===== src/rtl/rv32m_pkg.sv =====
// Shared constants for the RV32M multiply/divide sequencer: op encodings,
// FSM state encoding, datapath modes and an operand magnitude helper.
package rv32m_pkg;

  localparam logic [6:0] OPCODE_OP     = 7'b0110011;
  localparam logic [6:0] FUNCT7_MULDIV = 7'b0000001;

  localparam logic [2:0] F3_MUL    = 3'b000;
  localparam logic [2:0] F3_MULH   = 3'b001;
  localparam logic [2:0] F3_MULHSU = 3'b010;
  localparam logic [2:0] F3_MULHU  = 3'b011;
  localparam logic [2:0] F3_DIV    = 3'b100;
  localparam logic [2:0] F3_DIVU   = 3'b101;
  localparam logic [2:0] F3_REM    = 3'b110;
  localparam logic [2:0] F3_REMU   = 3'b111;

  localparam logic [1:0] ST_IDLE = 2'd0;
  localparam logic [1:0] ST_RUN  = 2'd1;
  localparam logic [1:0] ST_FIN  = 2'd2;

  typedef enum logic {
    MODE_MUL = 1'b0,
    MODE_DIV = 1'b1
  } core_mode_e;

  // Magnitude of v when it is to be read as signed, otherwise v unchanged.
  function automatic logic [31:0] abs_if(input logic [31:0] v, input logic sgn);
    return (sgn && v[31]) ? -v : v;
  endfunction

endpackage


===== src/rtl/muldiv_iter_core.sv =====
// Radix-2 iterative datapath: shift-add multiply or restoring shift-subtract
// divide on unsigned magnitudes, one step per enabled cycle.
module muldiv_iter_core
  import rv32m_pkg::*;
(
  input  logic        clk,
  input  logic        rst_n,
  input  logic        load,
  input  core_mode_e  load_mode,
  input  logic [63:0] load_acc,
  input  logic [31:0] load_opnd,
  input  logic        step_en,
  output logic [63:0] acc
);

  logic [63:0] acc_q, acc_d;
  logic [31:0] opnd_q, opnd_d;
  core_mode_e  mode_q, mode_d;
  logic [32:0] sum;
  logic [32:0] diff;

  // Multiply: acc = {partial product, multiplier}; divide: acc = {remainder, quotient}.
  always_comb begin
    // NOTE: every always_comb output gets a default first so no latch is inferred.
    acc_d  = acc_q;
    opnd_d = opnd_q;
    mode_d = mode_q;
    sum    = {1'b0, acc_q[63:32]} + (acc_q[0] ? {1'b0, opnd_q} : 33'd0);
    diff   = acc_q[63:31] - {1'b0, opnd_q};
    if (load) begin
      acc_d  = load_acc;
      opnd_d = load_opnd;
      mode_d = load_mode;
    end else if (step_en) begin
      if (mode_q == MODE_MUL) begin
        acc_d = {sum, acc_q[31:1]};
      end else if (!diff[32]) begin
        acc_d = {diff[31:0], acc_q[30:0], 1'b1};
      end else begin
        acc_d = {acc_q[62:0], 1'b0};
      end
    end
  end

  // NOTE: sequential state is assigned with <= so all flops update together at the edge.
  always_ff @(posedge clk or negedge rst_n) begin
    if (!rst_n) begin
      acc_q  <= '0;
      opnd_q <= '0;
      mode_q <= MODE_MUL;
    end else begin
      acc_q  <= acc_d;
      opnd_q <= opnd_d;
      mode_q <= mode_d;
    end
  end

  assign acc = acc_q;

endmodule


===== src/rtl/muldiv_sequencer.sv =====
// RV32M multiply/divide sequencer: FSM, step counter, sign fixup and corner cases.
// Define MULDIV_FAST_MUL_EN for single-cycle multiplies; only XLEN=32 is supported.
module muldiv_sequencer
  import rv32m_pkg::*;
#(
  parameter int XLEN = 32
) (
  input  logic            CLK,
  input  logic            RESET_N,
  input  logic            START,
  input  logic [2:0]      FUNCT3,
  input  logic [XLEN-1:0] OPERAND1,
  input  logic [XLEN-1:0] OPERAND2,
  input  logic            FLUSH,
  output logic            STALL,
  output logic            BUSY,
  output logic            DONE,
  output logic [XLEN-1:0] RESULT
);

  logic [1:0]  state_q, state_d;
  logic [4:0]  count_q, count_d;
  logic [2:0]  funct3_q, funct3_d;
  logic        neg_q, neg_d;
  logic        corner_q, corner_d;
  logic [31:0] corner_res_q, corner_res_d;
  logic [31:0] result_q, result_d;

  logic        is_div_in, is_rem_in, sgn1_in, sgn2_in, neg_in;
  logic        div0_in, ovf_in;
  logic [31:0] mag1_in, mag2_in;
  logic        core_load, core_step;
  core_mode_e  core_mode;
  logic [63:0] acc;
  logic [63:0] prod;
  logic [31:0] final_val;

  assign is_div_in = FUNCT3[2];
  assign is_rem_in = FUNCT3[2] & FUNCT3[1];
  assign sgn1_in   = (FUNCT3 == F3_MULH) | (FUNCT3 == F3_MULHSU) |
                     (FUNCT3 == F3_DIV)  | (FUNCT3 == F3_REM);
  assign sgn2_in   = (FUNCT3 == F3_MULH) | (FUNCT3 == F3_DIV) | (FUNCT3 == F3_REM);
  // Remainder follows the dividend sign; products and quotients follow sign1^sign2.
  assign neg_in    = is_rem_in ? (sgn1_in & OPERAND1[31]) :
                     (sgn1_in & OPERAND1[31]) ^ (sgn2_in & OPERAND2[31]);
  assign mag1_in   = abs_if(OPERAND1, sgn1_in);
  assign mag2_in   = abs_if(OPERAND2, sgn2_in);
  assign div0_in   = is_div_in && (OPERAND2 == 32'd0);
  assign ovf_in    = is_div_in && !FUNCT3[0] &&
                     (OPERAND1 == 32'h8000_0000) && (OPERAND2 == 32'hFFFF_FFFF);
  assign core_mode = is_div_in ? MODE_DIV : MODE_MUL;

`ifdef MULDIV_FAST_MUL_EN
  logic signed [65:0] fast_prod;
  logic [1:0]         fast_prod_unused;
  logic [31:0]        fast_res;
  assign fast_prod        = $signed({sgn1_in & OPERAND1[31], OPERAND1}) *
                            $signed({sgn2_in & OPERAND2[31], OPERAND2});
  assign fast_prod_unused = fast_prod[65:64];
  assign fast_res         = (FUNCT3 == F3_MUL) ? fast_prod[31:0] : fast_prod[63:32];
`endif

  muldiv_iter_core u_core (
    .clk       (CLK),
    .rst_n     (RESET_N),
    .load      (core_load),
    .load_mode (core_mode),
    .load_acc  ({32'd0, is_div_in ? mag1_in : mag2_in}),
    .load_opnd (is_div_in ? mag2_in : mag1_in),
    .step_en   (core_step),
    .acc       (acc)
  );

  always_comb begin
    prod = neg_q ? -acc : acc;
    case (funct3_q)
      F3_MUL:                      final_val = prod[31:0];
      F3_MULH, F3_MULHSU, F3_MULHU: final_val = prod[63:32];
      F3_DIV, F3_DIVU:             final_val = neg_q ? -acc[31:0] : acc[31:0];
      default:                     final_val = neg_q ? -acc[63:32] : acc[63:32];
    endcase
    if (corner_q) final_val = corner_res_q;
  end

  always_comb begin
    state_d      = state_q;
    count_d      = count_q;
    funct3_d     = funct3_q;
    neg_d        = neg_q;
    corner_d     = corner_q;
    corner_res_d = corner_res_q;
    result_d     = result_q;
    core_load    = 1'b0;
    core_step    = 1'b0;
    case (state_q)
      ST_IDLE: begin
        if (START && !FLUSH) begin
          funct3_d = FUNCT3;
          neg_d    = neg_in;
          count_d  = 5'd0;
          corner_d = 1'b1;
          state_d  = ST_FIN;
          if (div0_in) begin
            corner_res_d = is_rem_in ? OPERAND1 : 32'hFFFF_FFFF;
          end else if (ovf_in) begin
            corner_res_d = is_rem_in ? 32'd0 : 32'h8000_0000;
`ifdef MULDIV_FAST_MUL_EN
          end else if (!is_div_in) begin
            corner_res_d = fast_res;
`endif
          end else begin
            corner_d  = 1'b0;
            core_load = 1'b1;
            state_d   = ST_RUN;
          end
        end
      end
      ST_RUN: begin
        core_step = 1'b1;
        count_d   = count_q + 5'd1;
        if (count_q == 5'd31) state_d = ST_FIN;
      end
      ST_FIN: begin
        result_d = final_val;
        state_d  = ST_IDLE;
      end
      default: state_d = ST_IDLE;
    endcase
    if (FLUSH) state_d = ST_IDLE;
  end

  always_ff @(posedge CLK or negedge RESET_N) begin
    if (!RESET_N) begin
      state_q      <= ST_IDLE;
      count_q      <= '0;
      funct3_q     <= '0;
      neg_q        <= 1'b0;
      corner_q     <= 1'b0;
      corner_res_q <= '0;
      result_q     <= '0;
    end else begin
      state_q      <= state_d;
      count_q      <= count_d;
      funct3_q     <= funct3_d;
      neg_q        <= neg_d;
      corner_q     <= corner_d;
      corner_res_q <= corner_res_d;
      result_q     <= result_d;
    end
  end

  // RESULT is live during FIN and then held in result_q until the next FIN.
  assign STALL  = RESET_N & (((state_q == ST_IDLE) & START & ~FLUSH) | (state_q == ST_RUN));
  assign BUSY   = (state_q == ST_RUN);
  assign DONE   = (state_q == ST_FIN);
  assign RESULT = (state_q == ST_FIN) ? final_val : result_q;

endmodule


===== config.mk =====
export PLATFORM = sky130hd
export DESIGN_NAME = muldiv_sequencer
export DESIGN_NICKNAME = d
export VERILOG_FILES = /design/src/rtl/rv32m_pkg.sv /design/src/rtl/muldiv_iter_core.sv /design/src/rtl/muldiv_sequencer.sv
export SDC_FILE = /design/constraint.sdc
export NUM_CORES = 1
export LEC_CHECK = 0
export ABC_AREA = 1
export CAP_MARGIN = 5
export CORE_MARGIN = 8
export CORE_UTILIZATION = 30
export CTS_CLUSTER_SIZE = 40
export DETAILED_ROUTE_END_ITERATION = 10
export GPL_TIMING_DRIVEN = 1
export PLACE_DENSITY = 0.43
export SETUP_SLACK_MARGIN = 0.02
export SYNTH_ARGS = -nofsm -noshare
export SYNTH_HDL_FRONTEND = slang
export SYNTH_SLANG_ARGS = --single-unit

===== constraint.sdc =====
create_clock -name CLK -period 4.05 [get_ports CLK]
set_input_delay 0.81 -clock CLK [delete_from_list [all_inputs] [get_ports CLK]]
set_output_delay 0.81 -clock CLK [all_outputs]
set_load 0.01 [all_outputs]

; ---- Word-level counts from Yosys, hierarchy flattened
; Index checks and enable logic that the tools add are counted.
[op_classes]
n_eq_ne = 17
n_reduce_logical = 21
mul = 0
shift = 0
n_div = 0
muxes = 36
bitwise = 14
order_cmp = 0
n_addsub = 8
[ops]
columns = operator, count
row1 = 32-bit two-way mux, 13
row2 = 64-bit two-way mux, 5
row3 = 32-bit negation, 4
row4 = 32-bit case mux with 3 select lines, 1
row5 = 32-bit == test (second input constant), 2
row6 = 64-bit negation, 1
row7 = 32-bit by 33-bit adder with 33-bit output, 1
row8 = 33-bit by 32-bit subtractor with 33-bit output, 1
row9 = 32-bit logical NOT, 1
row10 = 3-bit == test (second input constant), 4
row11 = 2-bit two-way mux, 5
row12 = 5-bit case mux with 2 select lines, 1
row13 = 3-bit by 2-bit == test with 1-bit output (second input constant), 3
row14 = 1-bit two-way mux, 9
row15 = 1-bit logical AND, 7
row16 = 1-bit bitwise AND, 6
row17 = 3-bit by 1-bit == test with 1-bit output (second input constant), 2
row18 = 1-bit bitwise OR, 6
row19 = 2-bit AND reduction, 3
row20 = 2-bit nonzero test, 3
row21 = 5-bit by 1-bit adder with 5-bit output (second input constant), 1
row22 = 5-bit == test (second input constant), 1
row23 = 5-bit two-way mux, 1
row24 = 2-bit case mux with 2 select lines, 1
row25 = other kinds (13), 14
[totals]
in_bits = 71
mem_bits_ro = 0
n_memories = 0
ramBits = 0
regBits = 173
out_inout_bits = 35
latchBits = 0

; ---- Logic depth before layout (Yosys ltp)
; Gate-level depths: netlist (run 1).
[logic_depth]
ltp_word = 9
mapped_depth = 22

; ---- Cells and area by module
; Synthesis (run 1) repeated with hierarchy kept, for this count alone.
[hier_totals]
hier_cells = 3624
area_unflattened_um2 = 20060.5
[by_module_without_submodules]
columns = module, area_each_um2, cells_each, n_inst
row1 = muldiv_iter_core, 10349.9, 1821, 1
row2 = muldiv_sequencer, 9710.6, 1803, 1

; ---- Least setup slack after synthesis (run 1)
; No wires, ideal clock.
[synth_timing]
kind = register -> output
startpoint = register u_core.acc_q[0] (netlist: u_core.acc[0])
endpoint = output port RESULT[16]
path_stages_with_launch = 14
slack_ps = 1330
t_arrival_ps = 1910
cell_sequence = dfrtp_1 buf_2 inv_1 ha_1 nand2_1 nor2_2 nand2_1 o21ai_2 nand2_1 nand3_1 o21ai_0 nand2_1 nand2_1 a21oi_1
[synth_between]
elab_chain_cells = 5
[synth_lines]
columns = item, line_no
row1 = "start, declared", muldiv_iter_core.sv:16  ; logic [63:0] acc_q, acc_d;
row2 = "start signal, assigned", muldiv_iter_core.sv:48  ; acc_q <= '0;
row3 = "start signal, assigned", muldiv_iter_core.sv:52  ; acc_q <= acc_d;
row4 = 64-bit negation or 32-bit negation (tied branches), "muldiv_sequencer.sv:75, muldiv_sequencer.sv:79"
row5 = 64-bit two-way mux or 32-bit two-way mux (tied branches), "muldiv_sequencer.sv:75, muldiv_sequencer.sv:79"
row6 = 32-bit case mux with 3 select lines *, muldiv_sequencer.sv:76  ; case (funct3_q)
row7 = 32-bit two-way mux *, muldiv_sequencer.sv:82  ; if (corner_q) final_val = corner_res_q;
row8 = 32-bit two-way mux *, --
row9 = "end, declared", muldiv_sequencer.sv:18  ; output logic [XLEN-1:0] RESULT
; Mark *: on every way between the ends. The rest lies on a longest branch, timed or not.

; ---- Final worst setup path (run 1)
[layout_timing]
startpoint = register u_core.acc_q[34] (netlist: u_core.acc[34])
endpoint = output port RESULT[3]
[layout_between]
elab_chain_cells = 5
[layout_lines]
columns = item, line_no
row1 = 64-bit negation or 32-bit negation (tied branches), "muldiv_sequencer.sv:75, muldiv_sequencer.sv:80"
row2 = 64-bit two-way mux or 32-bit two-way mux (tied branches), "muldiv_sequencer.sv:75, muldiv_sequencer.sv:80"
row3 = 32-bit case mux with 3 select lines *, muldiv_sequencer.sv:76
row4 = 32-bit two-way mux *, muldiv_sequencer.sv:82
row5 = 32-bit two-way mux *, --
; Marked as above.

==> impl_metrics.env, run 1 <==
export IMPL_syn_area_um2=19400
export IMPL_arrival_ns=3.24
export IMPL_clockBufferDepth=2
export IMPL_yosysWarningCount=0
export IMPL_core_area_um2=64200
export IMPL_yosys_register_bits=173
export IMPL_switching_share_pct=58.4
export IMPL_final_common_cell="nand2_1"
export IMPL_clk_pin_slew_ns=0.08
export IMPL_grt_pass1_wl_mm=155
export IMPL_final_hold_viol_count=0
export IMPL_io_buffers=105
export IMPL_wire_per_inst_um=24.4
export IMPL_finalSetupViolCount=0
export IMPL_cp_slowest_cell="clkdlybuf4s50_1"
export IMPL_worstPathRequired_ns=3.24
export IMPL_drc=0
export IMPL_drv_slew=0
export IMPL_avgSynthCellArea_um2=5.74
export IMPL_internal_power_mw=6.78
export IMPL_gp_routability_congestion=1.02
export IMPL_max_stage_delay_ns=0.49
export IMPL_final_layout_size_suffix_gt1_share_pct=9.71
export IMPL_layout_common_cells="1,127 x nand2_1, 457 x inv_1, 373 x nor2_1"
export IMPL_dieArea_um2=73200
export IMPL_p_leak_nw=11.9
export IMPL_ys_types=57
export IMPL_antenna_cells=0
export IMPL_avgViaCountPerCell=5.29
export IMPL_drv_cap=0
export IMPL_cts_root_buf="clkbuf_16"
export IMPL_grt_overflow_total=0
export IMPL_multiInputGateArea_um2=13000
export IMPL_end_kind="primary output"
export IMPL_peakVddDrop_v=0.000323
export IMPL_pwr_share_comb_pct=68.9
export IMPL_fill_cells=7358
export IMPL_crit_type="flop to primary output"
export IMPL_tightest_slew_ns=1.04
export IMPL_fin_crit_sh_pct=99.9
export IMPL_nNetsFinal=3673
export IMPL_dieWidth_um=271
export IMPL_cts_tree="done"
export IMPL_seqPwrFrac_pct=19.3
export IMPL_cts_sinks=173
export IMPL_layout_area_seq_um2=4370
export IMPL_yosysTopAreaCellShare_pct=22.3
export IMPL_synth_edf_count=0
export IMPL_routed_wl_mm=107
export IMPL_htreeDepth=4
export IMPL_grtUsageTotal_pct=28.4
export IMPL_slew_headroom_pct=30.2
export IMPL_period_needed_ns=4.05
export IMPL_clkLatencyLatePin_ns=0.49
export IMPL_ys_dominant_reg_cell="dfrtp_1"
export IMPL_syn_inst=3385
export IMPL_initial_core_util_pct=30.3
export IMPL_power_switching_mw=9.50
export IMPL_min_path_type="input port to asynchronous set/reset pin"
export IMPL_fin_skew_ns=0.0210
export IMPL_status="complete, no violations"
export IMPL_yosys_area_top_type="dfrtp_1"
export IMPL_crit_path_start_kind="flop"
export IMPL_path_cells="nor2_1, nand2_1, nor2_1, nand2_1, nand2_1, buf_4, nand3_1, nand3_1, nand4_1, nand2_2, nand2_1, clkdlybuf4s50_1"
export IMPL_antenna_left=0
export IMPL_first_pass_iters=5
export IMPL_grt_pass1_vias=22335
export IMPL_cp_max_fo=5
export IMPL_vias=23256
export IMPL_powerDensity_nw_per_um2=709
export IMPL_synth_seq_area_share_pct=22.3
export IMPL_drtIter0Drc=2204
export IMPL_final_util_pct=35.8
export IMPL_grt_max_degree=148
export IMPL_async_flop_share_pct=100
export IMPL_syn_to_final_growth_pct=18.2
export IMPL_holdWs_ns=0.212
export IMPL_cp_common_cell="nand2_1"
export IMPL_max_freq_mhz=247
export IMPL_fp_row_count=93
export IMPL_cts_buffers_inserted=17
export IMPL_rsz0062_at_grt="true"
export IMPL_antenna_found_initial=0
export IMPL_syn_nets=3529
export IMPL_power_share_clock_pct=11.7
export IMPL_die_h_um=271
export IMPL_synth_area_top_cells="dfrtp_1 22%, nand2_1 22%, inv_1 8.9%"
export IMPL_dpl_hpwl_mm=88.7
export IMPL_io_pins=106
-- synth_stat cells, drive strengths merged (4+ instances only) --
cell	count
a21o	5
a21oi	185
a22oi	4
a31oi	7
buf	46
clkbuf	60
dfrtp	173
ha	71
inv	473
nand2	1158
nand3	295
nand3b	18
nand4	68
nor2	431
nor3	30
o211ai	42
o21ai	170
o21bai	10
o22ai	25
or2	7
xnor2	15
xor2	67
-- path summary, 6_finish.rpt --
path | from | end | slack, ns | cells past startpoint
min in group CLK | result_q[28] | result_q[28] | 0.49 | 2
worst min-delay path | RESET_N | count_q[2] | 0.21 | 1
max in group asynchronous | RESET_N | u_core.acc[6] | 2.59 | 2
worst min register to register | result_q[28] | result_q[28] | 0.49 | 2
worst max register to register | u_core.acc[31] | u_core.acc[58] | 0.51 | 18
worst max-delay path | u_core.acc[34] | RESULT[3] | 0.004 | 12
-- per-layer routing --
| metal | track usage (%) | vias to the layer above | wire length (µm) |
|---|---|---|---|
| li1 | - | 11102 | - |
| met3 | 3.24 | 137 | 6640 |
| met1 | 37.9 | 11133 | 46800 |
| met5 | 0 | - | 0 |
| met2 | 47.1 | 884 | 49900 |
| met4 | 9.95 | 0 | 3980 |
-- repair_timing --
action | 4_1_cts | 5_1_grt
buffers inserted | 2 | 17
pin swaps | 4 | 11
resized for setup | 53 | 74
hold buffers | 0 | 0
setup endpoints to repair | 30 | 32
-- per-stage QoR --
| step | instance area, µm² | instances | TNS, ns | power, mW | worst slack [ns] |
|---|---|---|---|---|---|
| floorplan | 19400 | 3385 | 0 | 9.31 | 1.33 |
| global placement | 21900 | 4346 | 0 | 14.0 | 0.167 |
| detailed placement | 21900 | 4346 | 0 | 13.9 | 0.166 |
| CTS | 22600 | 4380 | 0 | 16.0 | 0.0108 |
| global route | 23000 | 4397 | -0.929 | 17.4 | -0.137 |
| finish | 23000 | 4397 | 0 | 16.3 | 0.00359 |
-- cell type report --
class                      instances  area share, %
multi-input combinational       2631           56.6
sequential                       173           19.0
timing repair buffer             231           9.10
inverter                         475           7.79
tap                              855           4.66
clock buffer                      18           1.87
clock inverter                    14          0.932
-- power groups by stage --
stage	combinational, mW	sequential [mW]	clock (mW)
after global placement	10.9	3.12	0
after CTS	10.9	3.11	1.94
after detailed placement	10.8	3.13	0
final	11.2	3.15	1.91
after floorplan	6.56	2.75	0
after global routing	12.2	3.20	1.99
-- sequential cells by signal, summed over array words and instances (netlist names) --
| register | cells |
|---|---|
| u_core.mode_q | 1 |
| count_q | 5 |
| corner_q | 1 |
| u_core.acc | 64 |
| neg_q | 1 |
| result_q | 32 |
| corner_res_q | 32 |
| state_q | 2 |
| u_core.opnd_q | 32 |
| funct3_q | 3 |
-- cells by family after synthesis --
| logic type | after synthesis | synth area share (%) |
|---|---|---|
| simple gates | 2013 | 43.4 |
| compound gates | 463 | 13.7 |
| fa+ha+maj | 73 | 4.78 |
| buf+inv | 581 | 12.1 |
| flops | 173 | 22.3 |
| xor+xnor | 82 | 3.70 |
-- critical path: cells and delay by family, from the launching register on --
kind,cells,cell delay [ns]
flops,1,0.43
simple gates,10,1.68
buf+inv,2,0.63
(Power assumes the default switching activity.)
==> inputs of run 2 (changes only) <==
MAX_ROUTING_LAYER = met4   (was unset)
PLACE_DENSITY = 0.44   (was 0.43)
SLEW_MARGIN = 40   (was unset)
clock period = 3.6 ns   (was 4.05 ns; I/O delays follow)
==> impl_metrics.env, run 2 (synthesized netlist as in run 1, its figures left out) <==
export IMPL_status="complete, no violations"
export IMPL_clkLatencyLatePin_ns=0.50
export IMPL_grtUsageTotal_pct=29.7
export IMPL_layout_common_cells="1,121 x nand2_1, 453 x inv_1, 338 x nor2_1"
export IMPL_grt_pass1_vias=23029
export IMPL_fin_skew_ns=0.0210
export IMPL_wire_per_inst_um=23.9
export IMPL_final_layout_size_suffix_gt1_share_pct=15.7
export IMPL_io_pins=106
export IMPL_antenna_found_initial=2
export IMPL_fp_row_count=93
export IMPL_clockBufferDepth=2
export IMPL_min_path_type="input port to asynchronous set/reset pin"
export IMPL_dieArea_um2=73200
export IMPL_largest_register_ffs=64
export IMPL_drv_slew=0
export IMPL_max_stage_delay_ns=0.40
export IMPL_finalSetupViolCount=0
export IMPL_p_leak_nw=12.7
export IMPL_nNetsFinal=3841
export IMPL_die_h_um=271
export IMPL_worstPathRequired_ns=2.88
export IMPL_dpl_hpwl_mm=91.1
export IMPL_grt_overflow_total=0
export IMPL_slew_headroom_pct=47.8
export IMPL_syn_to_final_growth_pct=26.1
export IMPL_cts_buffers_inserted=17
export IMPL_drv_cap=0
export IMPL_crit_path_start_kind="flop"
export IMPL_cts_root_buf="clkbuf_16"
export IMPL_final_common_cell="nand2_1"
export IMPL_vias=24007
export IMPL_cp_slowest_cell="dfrtp_1"
export IMPL_period_needed_ns=3.55
export IMPL_max_freq_mhz=281
export IMPL_powerDensity_nw_per_um2=802
export IMPL_fill_cells=7265
export IMPL_fin_cells=4567
export IMPL_dp_cells=4501
export IMPL_rsz0062_at_grt="true"
export IMPL_grt_max_degree=86
export IMPL_initial_core_util_pct=30.3
export IMPL_tightest_slew_ns=0.774
export IMPL_first_pass_iters=5
export IMPL_tns_ns=0
export IMPL_clk_pin_slew_ns=0.08
export IMPL_htreeDepth=4
export IMPL_drtIter0Drc=2415
export IMPL_peakVddDrop_v=0.000466
export IMPL_holdWs_ns=0.0862
export IMPL_gp_routability_congestion=1.03
export IMPL_cp_common_cell="nand2_1"
export IMPL_drc=0
export IMPL_grt_pass1_wl_mm=158
export IMPL_arrival_ns=2.83
export IMPL_cp_max_fo=3
export IMPL_path_cells="buf_4, nor3_2, buf_4, nand2_1, nor2_2, nand3_1, nand3_1, nand3_2, nand2_1, nand2_1, a21oi_2, dlygate4sd2_1"
export IMPL_core_area_um2=64200
export IMPL_routed_wl_mm=109
export IMPL_finalPower_mw=19.7
export IMPL_dieWidth_um=271
export IMPL_antenna_left=0
export IMPL_end_kind="primary output"
export IMPL_cts_sinks=173
export IMPL_cts_tree="done"
export IMPL_fin_crit_sh_pct=98.7
export IMPL_final_hold_viol_count=0
export IMPL_crit_type="flop to primary output"
export IMPL_avgViaCountPerCell=5.26
export IMPL_io_buffers=105
run 2: changes by cell type in the layout (fill, tap and decap cells not counted), moves of 10 or more:
cell	delta
buf_4	+158
clkbuf_2	+10
dlymetal6s2s_1	-10
nor2_2	+21
nor2_4	+14
clkdlybuf4s50_1	-20
nor2_1	-35
dlygate4sd2_1	+13
run 2: metal layers:
metal | up-vias | global-route usage (%) | wire length (µm)
met5 | - | - | 0
li1 | 11431 | - | -
met1 | 11443 | 39.9 | 49600
met4 | 0 | 11.4 | 4510
met2 | 975 | 45.8 | 48400
met3 | 158 | 3.11 | 6490
run 2: worst max-delay path, delay by kind of cell, from the launching register on:
kind / cells / cell delay, ns
flip-flops: 1 / 0.40
AO/OA/AOI/OAI: 1 / 0.18
buffers and inverters: 3 / 0.59
AND/OR/NAND/NOR: 8 / 1.18
run 2: area by class of cell:
class / count / area [µm²] / share of cell area, %
diodes: 2 / 5.00 / 0.0204
repair buffers: 399 / 3370 / 13.7
clock inverters: 15 / 206 / 0.843
flip-flops and latches: 173 / 4360 / 17.8
well taps: 855 / 1070 / 4.37
multi-input cells: 2631 / 13300 / 54.2
inverters: 475 / 1790 / 7.30
clock buffers: 17 / 425 / 1.74
run 2: path summary, 6_finish.rpt:
path                       cells past startpoint             end           start  slack (ns)
max                                           12      RESULT[31]   u_core.acc[1]        0.05
min                                            1    result_q[29]         RESET_N        0.09
max reg2reg                                   17  u_core.acc[57]  u_core.acc[49]        0.24
min reg2reg                                    2     result_q[7]     result_q[7]        0.48
max in group asynchronous                      2  u_core.acc[10]         RESET_N        2.68
min in group CLK                               2     result_q[7]     result_q[7]        0.48
run 2: power by group:
| part | internal, mW | switching [mW] |
|---|---|---|
| Sequential | 2.60 | 0.782 |
| Combinational | 4.71 | 9.50 |
| Clock | 0.960 | 1.10 |
| Total | 8.27 | 11.4 |
run 2: metrics by stage:
stage | area [µm²] | utilization [%] | setup WS [ns]
3_3_place_gp | 23100 | 36.0 | -0.0276
5_1_grt | 24500 | 38.1 | -0.0489
2_1_floorplan | 19400 | - | 0.910
6_report | 24500 | 38.1 | 0.0462
3_5_place_dp | 23100 | 36.0 | 0.0134
4_1_cts | 24200 | 37.7 | -0.00289
run 2: repair_timing:
item,CTS,global route
pin swaps,14,19
gates resized for setup,165,93
hold buffers,0,0
setup buffers,17,15
endpoints found under the setup margin,32,28
==> inputs of run 3 (changes only) <==
CAP_MARGIN = unset   (was 5)
==> results of run 3 <==
Final layout, timing and power as in run 2 (identical DEF).
